**config.mk**
```make
export PLATFORM = sky130hd
export DESIGN_NAME = bitonic_sort_sched_16
export DESIGN_NICKNAME = d
export VERILOG_FILES = /design/src/rtl/tnn_sort_pkg.sv /design/src/rtl/bitonic_cx.sv /design/src/rtl/bitonic_sort_sched_16.sv
export SDC_FILE = /design/constraint.sdc
export NUM_CORES = 1
export LEC_CHECK = 0
export BUFFER_PORTS_ARGS = -buffer_cell sky130_fd_sc_hd__buf_2
export CAP_MARGIN = 40
export CORE_MARGIN = 5
export CORE_UTILIZATION = 46
export DETAILED_ROUTE_END_ITERATION = 8
export GPL_TIMING_DRIVEN = 1
export PLACE_DENSITY = 0.75
export SLEW_MARGIN = 20
export SYNTH_ARGS = -nofsm -noshare
export SYNTH_HDL_FRONTEND = slang
export SYNTH_SLANG_ARGS = --single-unit
```
**constraint.sdc**
```tcl
create_clock -name clk -period 5.05 [get_ports clk]
set_input_delay 0.7575 -clock clk [delete_from_list [all_inputs] [get_ports clk]]
set_output_delay 0.7575 -clock clk [all_outputs]
set_load 0.01 [all_outputs]
```
**src/rtl/tnn_sort_pkg.sv**
```systemverilog
// Shared sizing, FSM state type and bitonic pair addressing for the 16-line temporal sorter.
// Pure declarations: no latency, no backpressure.
package tnn_sort_pkg;
    localparam int N        = 16;
    localparam int LOG_N    = 4;
    localparam int N_STAGES = 10;
    localparam int PAIRS    = 8;

    typedef enum logic [1:0] {IDLE, CAPTURE, SORT, HOLD} state_t;

    // Lower entry of pair p in a stage of partner distance 2^jlog: p with a 0 inserted at bit jlog.
    function automatic logic [LOG_N-1:0] pair_addr(input logic [LOG_N-2:0] p, input logic [1:0] jlog);
        logic [LOG_N-1:0] pe;
        logic [LOG_N-1:0] lo_mask;
        pe      = {1'b0, p};
        lo_mask = (4'd1 << jlog) - 4'd1;
        return ((pe & ~lo_mask) << 1) | (pe & lo_mask);
    endfunction
endpackage

```
**src/rtl/bitonic_cx.sv**
```systemverilog
// Combinational compare-exchange of two (time, idx) keys; x gets the smaller key unless desc.
// Zero latency, no backpressure.
module bitonic_cx
    import tnn_sort_pkg::*;
#(
    parameter int T_W = 4
) (
    input  logic [T_W-1:0]   a_time,
    input  logic [LOG_N-1:0] a_idx,
    input  logic [T_W-1:0]   b_time,
    input  logic [LOG_N-1:0] b_idx,
    input  logic             desc,
    output logic [T_W-1:0]   x_time,
    output logic [LOG_N-1:0] x_idx,
    output logic [T_W-1:0]   y_time,
    output logic [LOG_N-1:0] y_idx
);
    logic a_gt_b;
    logic swap;

    always_comb begin
        // Index breaks time ties, so keys are always distinct and the order is total.
        a_gt_b = (a_time > b_time) || ((a_time == b_time) && (a_idx > b_idx));
        swap   = desc ? !a_gt_b : a_gt_b;
        x_time = swap ? b_time : a_time;
        x_idx  = swap ? b_idx  : a_idx;
        y_time = swap ? a_time : b_time;
        y_idx  = swap ? a_idx  : b_idx;
    end
endmodule

```
**src/rtl/bitonic_sort_sched_16.sv**
```systemverilog
// Captures first 1->0 edge time per line over GAMMA cycles, then bitonic-sorts (time, idx) with shared CX units.
// Result after GAMMA+80 edges (GAMMA+40 with BITONIC_SCHED_DUAL_CX_EN); held in HOLD until out_ready, start ignored while not IDLE.
module bitonic_sort_sched_16
    import tnn_sort_pkg::*;
#(
    parameter int T_W   = 4,
    parameter int GAMMA = 12
) (
    input  logic               clk,
    input  logic               rst,
    input  logic               start,
    input  logic [N-1:0]       raw_in,
    output logic               busy,
    output logic               out_valid,
    input  logic               out_ready,
    output logic [N*T_W-1:0]   sorted_time,
    output logic [N*LOG_N-1:0] sorted_idx
);
`ifdef BITONIC_SCHED_DUAL_CX_EN
    localparam int CX_N = 2;
`else
    localparam int CX_N = 1;
`endif
    localparam int             P_W    = LOG_N - 1;
    localparam logic [T_W-1:0] INF    = '1;
    localparam logic [T_W-1:0] T_LAST = T_W'(GAMMA - 1);
    localparam logic [P_W-1:0] P_LAST = P_W'(PAIRS - CX_N);

    state_t             state_q, state_d;
    logic               busy_d, valid_d;
    logic [T_W-1:0]     time_q [N];
    logic [LOG_N-1:0]   idx_q  [N];
    logic [N-1:0]       prev_q;
    logic [T_W-1:0]     t_q;
    logic [2:0]         klog_q;
    logic [1:0]         jlog_q;
    logic [P_W-1:0]     p_q;
    logic               cap_done, pass_end, sort_done;

    logic [LOG_N-1:0]   ai [CX_N];
    logic [LOG_N-1:0]   al [CX_N];
    logic               desc [CX_N];
    logic [T_W-1:0]     x_time [CX_N];
    logic [T_W-1:0]     y_time [CX_N];
    logic [LOG_N-1:0]   x_idx  [CX_N];
    logic [LOG_N-1:0]   y_idx  [CX_N];

    assign cap_done  = (t_q == T_LAST);
    assign pass_end  = (p_q == P_LAST);
    assign sort_done = pass_end && (klog_q == 3'(LOG_N)) && (jlog_q == 2'd0);

    for (genvar u = 0; u < CX_N; u++) begin : g_cx
        assign ai[u]   = pair_addr(p_q + P_W'(u), jlog_q);
        assign al[u]   = ai[u] | (4'd1 << jlog_q);
        // Final merge (k = N) is always ascending.
        assign desc[u] = (klog_q < 3'(LOG_N)) ? ai[u][klog_q[1:0]] : 1'b0;

        bitonic_cx #(.T_W(T_W)) u_cx (
            .a_time (time_q[ai[u]]),
            .a_idx  (idx_q[ai[u]]),
            .b_time (time_q[al[u]]),
            .b_idx  (idx_q[al[u]]),
            .desc   (desc[u]),
            .x_time (x_time[u]),
            .x_idx  (x_idx[u]),
            .y_time (y_time[u]),
            .y_idx  (y_idx[u])
        );
    end

    always_ff @(posedge clk or posedge rst) begin
        if (rst) begin
            state_q   <= IDLE;
            busy      <= 1'b0;
            out_valid <= 1'b0;
        end else begin
            state_q   <= state_d;
            busy      <= busy_d;
            out_valid <= valid_d;
        end
    end

    always_comb begin
        state_d = state_q;
        case (state_q)
            IDLE:    if (start)                  state_d = CAPTURE;
            CAPTURE: if (cap_done)               state_d = SORT;
            SORT:    if (sort_done)              state_d = HOLD;
            HOLD:    if (out_valid && out_ready) state_d = IDLE;
            default:                             state_d = IDLE;
        endcase
    end

    always_comb begin
        busy_d  = (state_d == CAPTURE) || (state_d == SORT);
        valid_d = (state_d == HOLD);
    end

    always_ff @(posedge clk or posedge rst) begin
        if (rst) begin
            for (int i = 0; i < N; i++) begin
                time_q[i] <= '0;
                idx_q[i]  <= '0;
            end
            prev_q <= '0;
            t_q    <= '0;
            klog_q <= 3'd1;
            jlog_q <= 2'd0;
            p_q    <= '0;
        end else begin
            case (state_q)
                IDLE: if (start) begin
                    prev_q <= raw_in;
                    t_q    <= '0;
                    for (int i = 0; i < N; i++) begin
                        time_q[i] <= INF;
                        idx_q[i]  <= LOG_N'(i);
                    end
                end
                CAPTURE: begin
                    prev_q <= raw_in;
                    t_q    <= t_q + T_W'(1);
                    for (int i = 0; i < N; i++)
                        if (prev_q[i] && !raw_in[i] && (time_q[i] == INF))
                            time_q[i] <= t_q;
                    if (cap_done) begin
                        klog_q <= 3'd1;
                        jlog_q <= 2'd0;
                        p_q    <= '0;
                    end
                end
                SORT: begin
                    // Pairs within one stage are disjoint, so parallel units never collide.
                    for (int u = 0; u < CX_N; u++) begin
                        time_q[ai[u]] <= x_time[u];
                        idx_q[ai[u]]  <= x_idx[u];
                        time_q[al[u]] <= y_time[u];
                        idx_q[al[u]]  <= y_idx[u];
                    end
                    p_q <= pass_end ? '0 : p_q + P_W'(CX_N);
                    if (pass_end) begin
                        if (jlog_q == 2'd0) begin
                            klog_q <= klog_q + 3'd1;
                            jlog_q <= klog_q[1:0];
                        end else begin
                            jlog_q <= jlog_q - 2'd1;
                        end
                    end
                end
                default: ;
            endcase
        end
    end

    for (genvar s = 0; s < N; s++) begin : g_out
        assign sorted_time[s*T_W +: T_W]     = time_q[s];
        assign sorted_idx[s*LOG_N +: LOG_N]  = idx_q[s];
    end
endmodule

```
==> results.txt <==
----------------------------------------------------
[Critical path]
  Max incr delay on CP ... 0.62 ns
  Worst R2R Start ... p_q[0]$_DFFE_PP0P_
  Setup slack of the most critical reg-to-reg path ... -0.09 ns
  Critical-path cell with the highest stage delay ... sky130_fd_sc_hd__or3b_2
  Crit path DAT ... 5.42 ns
  Startpoint kind of the worst setup timing path ... flop
  Peak fanout along the critical path ... 57
  Ordered cell list for the critical path ... buf_12, or3b_2, and2_1, buf_4, o21ai_0, a221o_1, ha_1, a41oi_1, a211o_1, a21o_2, nand2_2, buf_6, mux2i_4, buf_4, o221a_2, o21ai_0
  Logic depth of the worst register-to-register path ... 16
  Critical path startpoint ... p_q[0]$_DFFE_PP0P_
  Reg2reg end ... sorted_idx[18]$_DFFE_PP0P_
  Capture point of the critical path ... sorted_idx[18]$_DFFE_PP0P_
  Critical path data required time ... approximately 5.3 ns
  Element type at the critical path end ... flop
  Worst setup path class ... reg -> reg

[Floorplan]
  Vert. Die Dim ... ~180 um
  Die footprint ... between 30000 and 40000 um2
  Initial standard-cell utilization of the core ... a little under half
  Chip Width ... ~180 um
  Row count ... 62
  Placeable core region ... 28600 um2
  Number of top-level pins ... 150

[Clock network]
  Num CTS Buffers ... 17
  Max clock buf depth ... 2
  H-Tree Depth ... 4
  Clock tree root driver cell ... sky130_fd_sc_hd__clkbuf_16
  Clock Pin Slew Worst Setup and Hold Paths ... 0.08 ns
  Clock latency on the worst-skew pair ... roughly 0.45 ns
  Clock sink count ... 160
  Clock tree from TritonCTS ... done

[Synthesis]
  Register bit count reported by yosys ... 160
  Share of flip-flops with an asynchronous set or reset ... 100%
  Cells after synthesis ... 1638
  Sequential area share after synthesis ... a little under a third
  Syn Std Cell Area ... 13300 um2
  Avg Synthesized Cell Area ... ~8.1 um2
  Most used flip-flop cell after synthesis ... sky130_fd_sc_hd__dfrtp_1
  Post-synth net total ... 1676
  Synth warnings ... 0
  Number of synthesized flops with an enable pin ... 0
  Yosys cell types ... 106

[Timing]
  RSZ-0062 raised after global routing ... yes
  Maximum operating frequency ... about 190 MHz
  Ratio of final minimum period to clock period ... 102%
  Worst rel slew slack ... about 36%
  Number of setup violations in the final report ... 11
  Setup clock skew after layout ... 0.0194 ns
  Number of hold violations in the final report ... 0
  Post-route minimum period ... 5.14 ns
  Transition time at the pin with the least slew margin ... 0.957 ns
  Setup slack after layout ... -0.0850 ns
  Max-slew violation count ... 0

[Place]
  Final weighted congestion in routability-driven placement ... 1.10
  Setup slack after placement ... 0.168 ns
  Number of port buffers ... 149
  Post-place instance area ... 15000 um2
  DP HPWL ... approximately 50 mm

[Drt]
  Number of search-and-repair iterations in the first detailed-routing pass ... 9
  Detail Route Antenna Nets ... 0
  Initial DRC Count ... about 3000
  Drt via density ... 7.28
  DRC viols ... 2
  Per-cell routed wire length ... 30.6 um
  Final WL ... 67.5 mm
  Detailed-route via count ... around 16000

[Global routing]
  Initial antenna violation count ... 1
  Global-route congestion overflow total ... 0
  Pin count of the biggest net entering global routing ... between 150 and 200
  Overall Global Routing Usage ... 39.6%
  Global-route wire length before repair ... 99.1 mm
  Number of global-route vias before repair ... 15100

[Power and ir drop]
  Worst IR Drop VDD ... 193 uV
  Pleak ... around 6.7 nW
  Power density over the cells ... 170 nW/um2

[Final layout]
  Commonest cells after routing, fill and taps aside ... sky130_fd_sc_hd__nand2_1, sky130_fd_sc_hd__nor2_1, sky130_fd_sc_hd__dfrtp_1
  Final Instance Area ... 15700 um2
  Post-layout nets ... roughly 1800
  Layout Area Growth over Synthesis ... 17.9%
  Inserted Diodes ... 0
  Fillcell total ... 2704
  Leading cell type in the layout, fill and taps excluded ... sky130_fd_sc_hd__nand2_1
  Layout cells sized above 1 ... 22.4%

[Hold path]
  Classification of the worst-slack hold path ... reg -> reg

[Outcome]
  Status ... finished, violations left
  Violated checks ... DRC, setup timing

[Run]
  Count of maximum capacitance violations ... 0

----------------------------------------------------
==> report_power, final <==
group,internal [mW],switching (mW)
clock,0.763,0.590
sequential,1.28,0
combinational,0.00930,0.0308
total,2.05,0.620
==> sequential cells by signal, summed over array words and instances (netlist names) <==
signal and flops:
busy 1, jlog_q 2, klog_q 3, out_valid 1, p_q 3, prev_q 16, sorted_idx 64, sorted_time 64
state_q 2, t_q 4
==> how the worst min path moves through the flow <==
stage               cells past startpoint               endpoint                  start
floorplan                               1  prev_q[0]$_DFFE_PP0P_  prev_q[0]$_DFFE_PP0P_
global placement                        1  prev_q[2]$_DFFE_PP0P_  prev_q[2]$_DFFE_PP0P_
detailed placement                      1  prev_q[4]$_DFFE_PP0P_  prev_q[4]$_DFFE_PP0P_
CTS                                     1  prev_q[0]$_DFFE_PP0P_  prev_q[0]$_DFFE_PP0P_
global route                            1  prev_q[0]$_DFFE_PP0P_  prev_q[0]$_DFFE_PP0P_
finish                                  1  prev_q[0]$_DFFE_PP0P_  prev_q[0]$_DFFE_PP0P_
==> Yosys cell counts, types with 11 or more instances <==
| library cell | instances | share of area (%) |
|---|---|---|
| sky130_fd_sc_hd__buf_2 | 38 | 1.4 |
| sky130_fd_sc_hd__a211o_1 | 13 | 0.85 |
| sky130_fd_sc_hd__nor3b_1 | 11 | 0.62 |
| sky130_fd_sc_hd__o211ai_1 | 11 | 0.62 |
| sky130_fd_sc_hd__nor3_1 | 48 | 1.8 |
| sky130_fd_sc_hd__a31oi_1 | 29 | 1.4 |
| sky130_fd_sc_hd__inv_1 | 37 | 1.0 |
| sky130_fd_sc_hd__a22oi_1 | 12 | 0.68 |
| sky130_fd_sc_hd__o311ai_0 | 13 | 0.85 |
| sky130_fd_sc_hd__a211oi_1 | 20 | 1.1 |
| sky130_fd_sc_hd__and2_1 | 17 | 0.80 |
| sky130_fd_sc_hd__mux2i_1 | 59 | 4.4 |
| sky130_fd_sc_hd__nand2b_1 | 20 | 0.94 |
| sky130_fd_sc_hd__o22ai_1 | 71 | 3.3 |
| sky130_fd_sc_hd__o21ai_0 | 118 | 4.4 |
| sky130_fd_sc_hd__or3_1 | 14 | 0.66 |
| sky130_fd_sc_hd__a21oi_1 | 75 | 2.8 |
| sky130_fd_sc_hd__o21ai_1 | 17 | 0.64 |
| sky130_fd_sc_hd__nor2b_1 | 14 | 0.66 |
| sky130_fd_sc_hd__o22a_1 | 14 | 0.92 |
| sky130_fd_sc_hd__nand2_1 | 178 | 5.0 |
| sky130_fd_sc_hd__o31ai_1 | 21 | 1.2 |
| sky130_fd_sc_hd__dfrtp_1 | 159 | 30 |
| sky130_fd_sc_hd__o221ai_1 | 53 | 3.5 |
| sky130_fd_sc_hd__nor2_1 | 162 | 4.6 |
| sky130_fd_sc_hd__nand4b_1 | 19 | 1.2 |
| sky130_fd_sc_hd__clkbuf_1 | 54 | 1.5 |
| sky130_fd_sc_hd__a32oi_1 | 12 | 0.79 |
| sky130_fd_sc_hd__buf_4 | 25 | 1.4 |
| sky130_fd_sc_hd__nand3_1 | 41 | 1.5 |
| sky130_fd_sc_hd__ha_1 | 18 | 1.7 |
| sky130_fd_sc_hd__mux2_2 | 29 | 2.4 |
==> metrics by stage <==
step / TNS (ns) / power [mW] / util [%] / hold slack (ns) / std cells
6_report: -0.495 / 2.67 / 54.9 / 0.509 / 2204
5_1_grt: -0.159 / 2.73 / 54.9 / 0.517 / 2204
4_1_cts: 0 / 2.68 / 54.4 / 0.511 / 2197
3_5_place_dp: 0 / 1.35 / 52.4 / 0.498 / 2166
3_3_place_gp: -0.0610 / 1.35 / 52.3 / 0.487 / 2164
2_1_floorplan: 0 / 1.33 / - / 0.479 / 1638
==> logic make-up after synthesis <==
group / Yosys count / share of synthesized area (%)
XOR/XNOR: 2 / 0.131
flip-flops: 160 / 30.0
AO/OA/AOI/OAI: 605 / 32.3
AND/OR/NAND/NOR: 587 / 21.5
multiplexers: 94 / 7.77
buffers and inverters: 172 / 6.48
adder cells (fa/ha/maj): 18 / 1.69
==> final cells by class <==
class                   instances  area, um2  area share [%]
repair buffers                284       1940            12.4
inverters                      39        150           0.956
clock buffers                  21        470            2.99
multi-input cells            1306       8540            54.4
well taps                     384        480            3.06
flip-flops and latches        160       4010            25.5
clock inverters                10        113           0.717
==> critical path: cells and delay by family, from the launching register on <==
family | cells | cell delay [ns]
AOI/OAI and AO/OA | 7 | 1.94
and+or+nand+nor | 3 | 1.10
buffers and inverters | 4 | 0.93
DFF | 1 | 0.44
muxes | 1 | 0.36
adders and majority gates | 1 | 0.18
==> layer usage <==
metal  GRT usage [%]  routed length, um  vias to the layer above
met2            58.2              28400                     1479
met4            20.0               4300                        0
met5               0                  0                        -
li1                -                  -                     6652
met3            9.16               8730                      310
met1            54.8              26100                     7608
==> what timing repair did <==
item	CTS	global route
hold buffers	0	0
setup buffers	0	4
resized for setup	0	11
endpoints found under the setup margin	0	120
(Power assumes the default switching activity.)
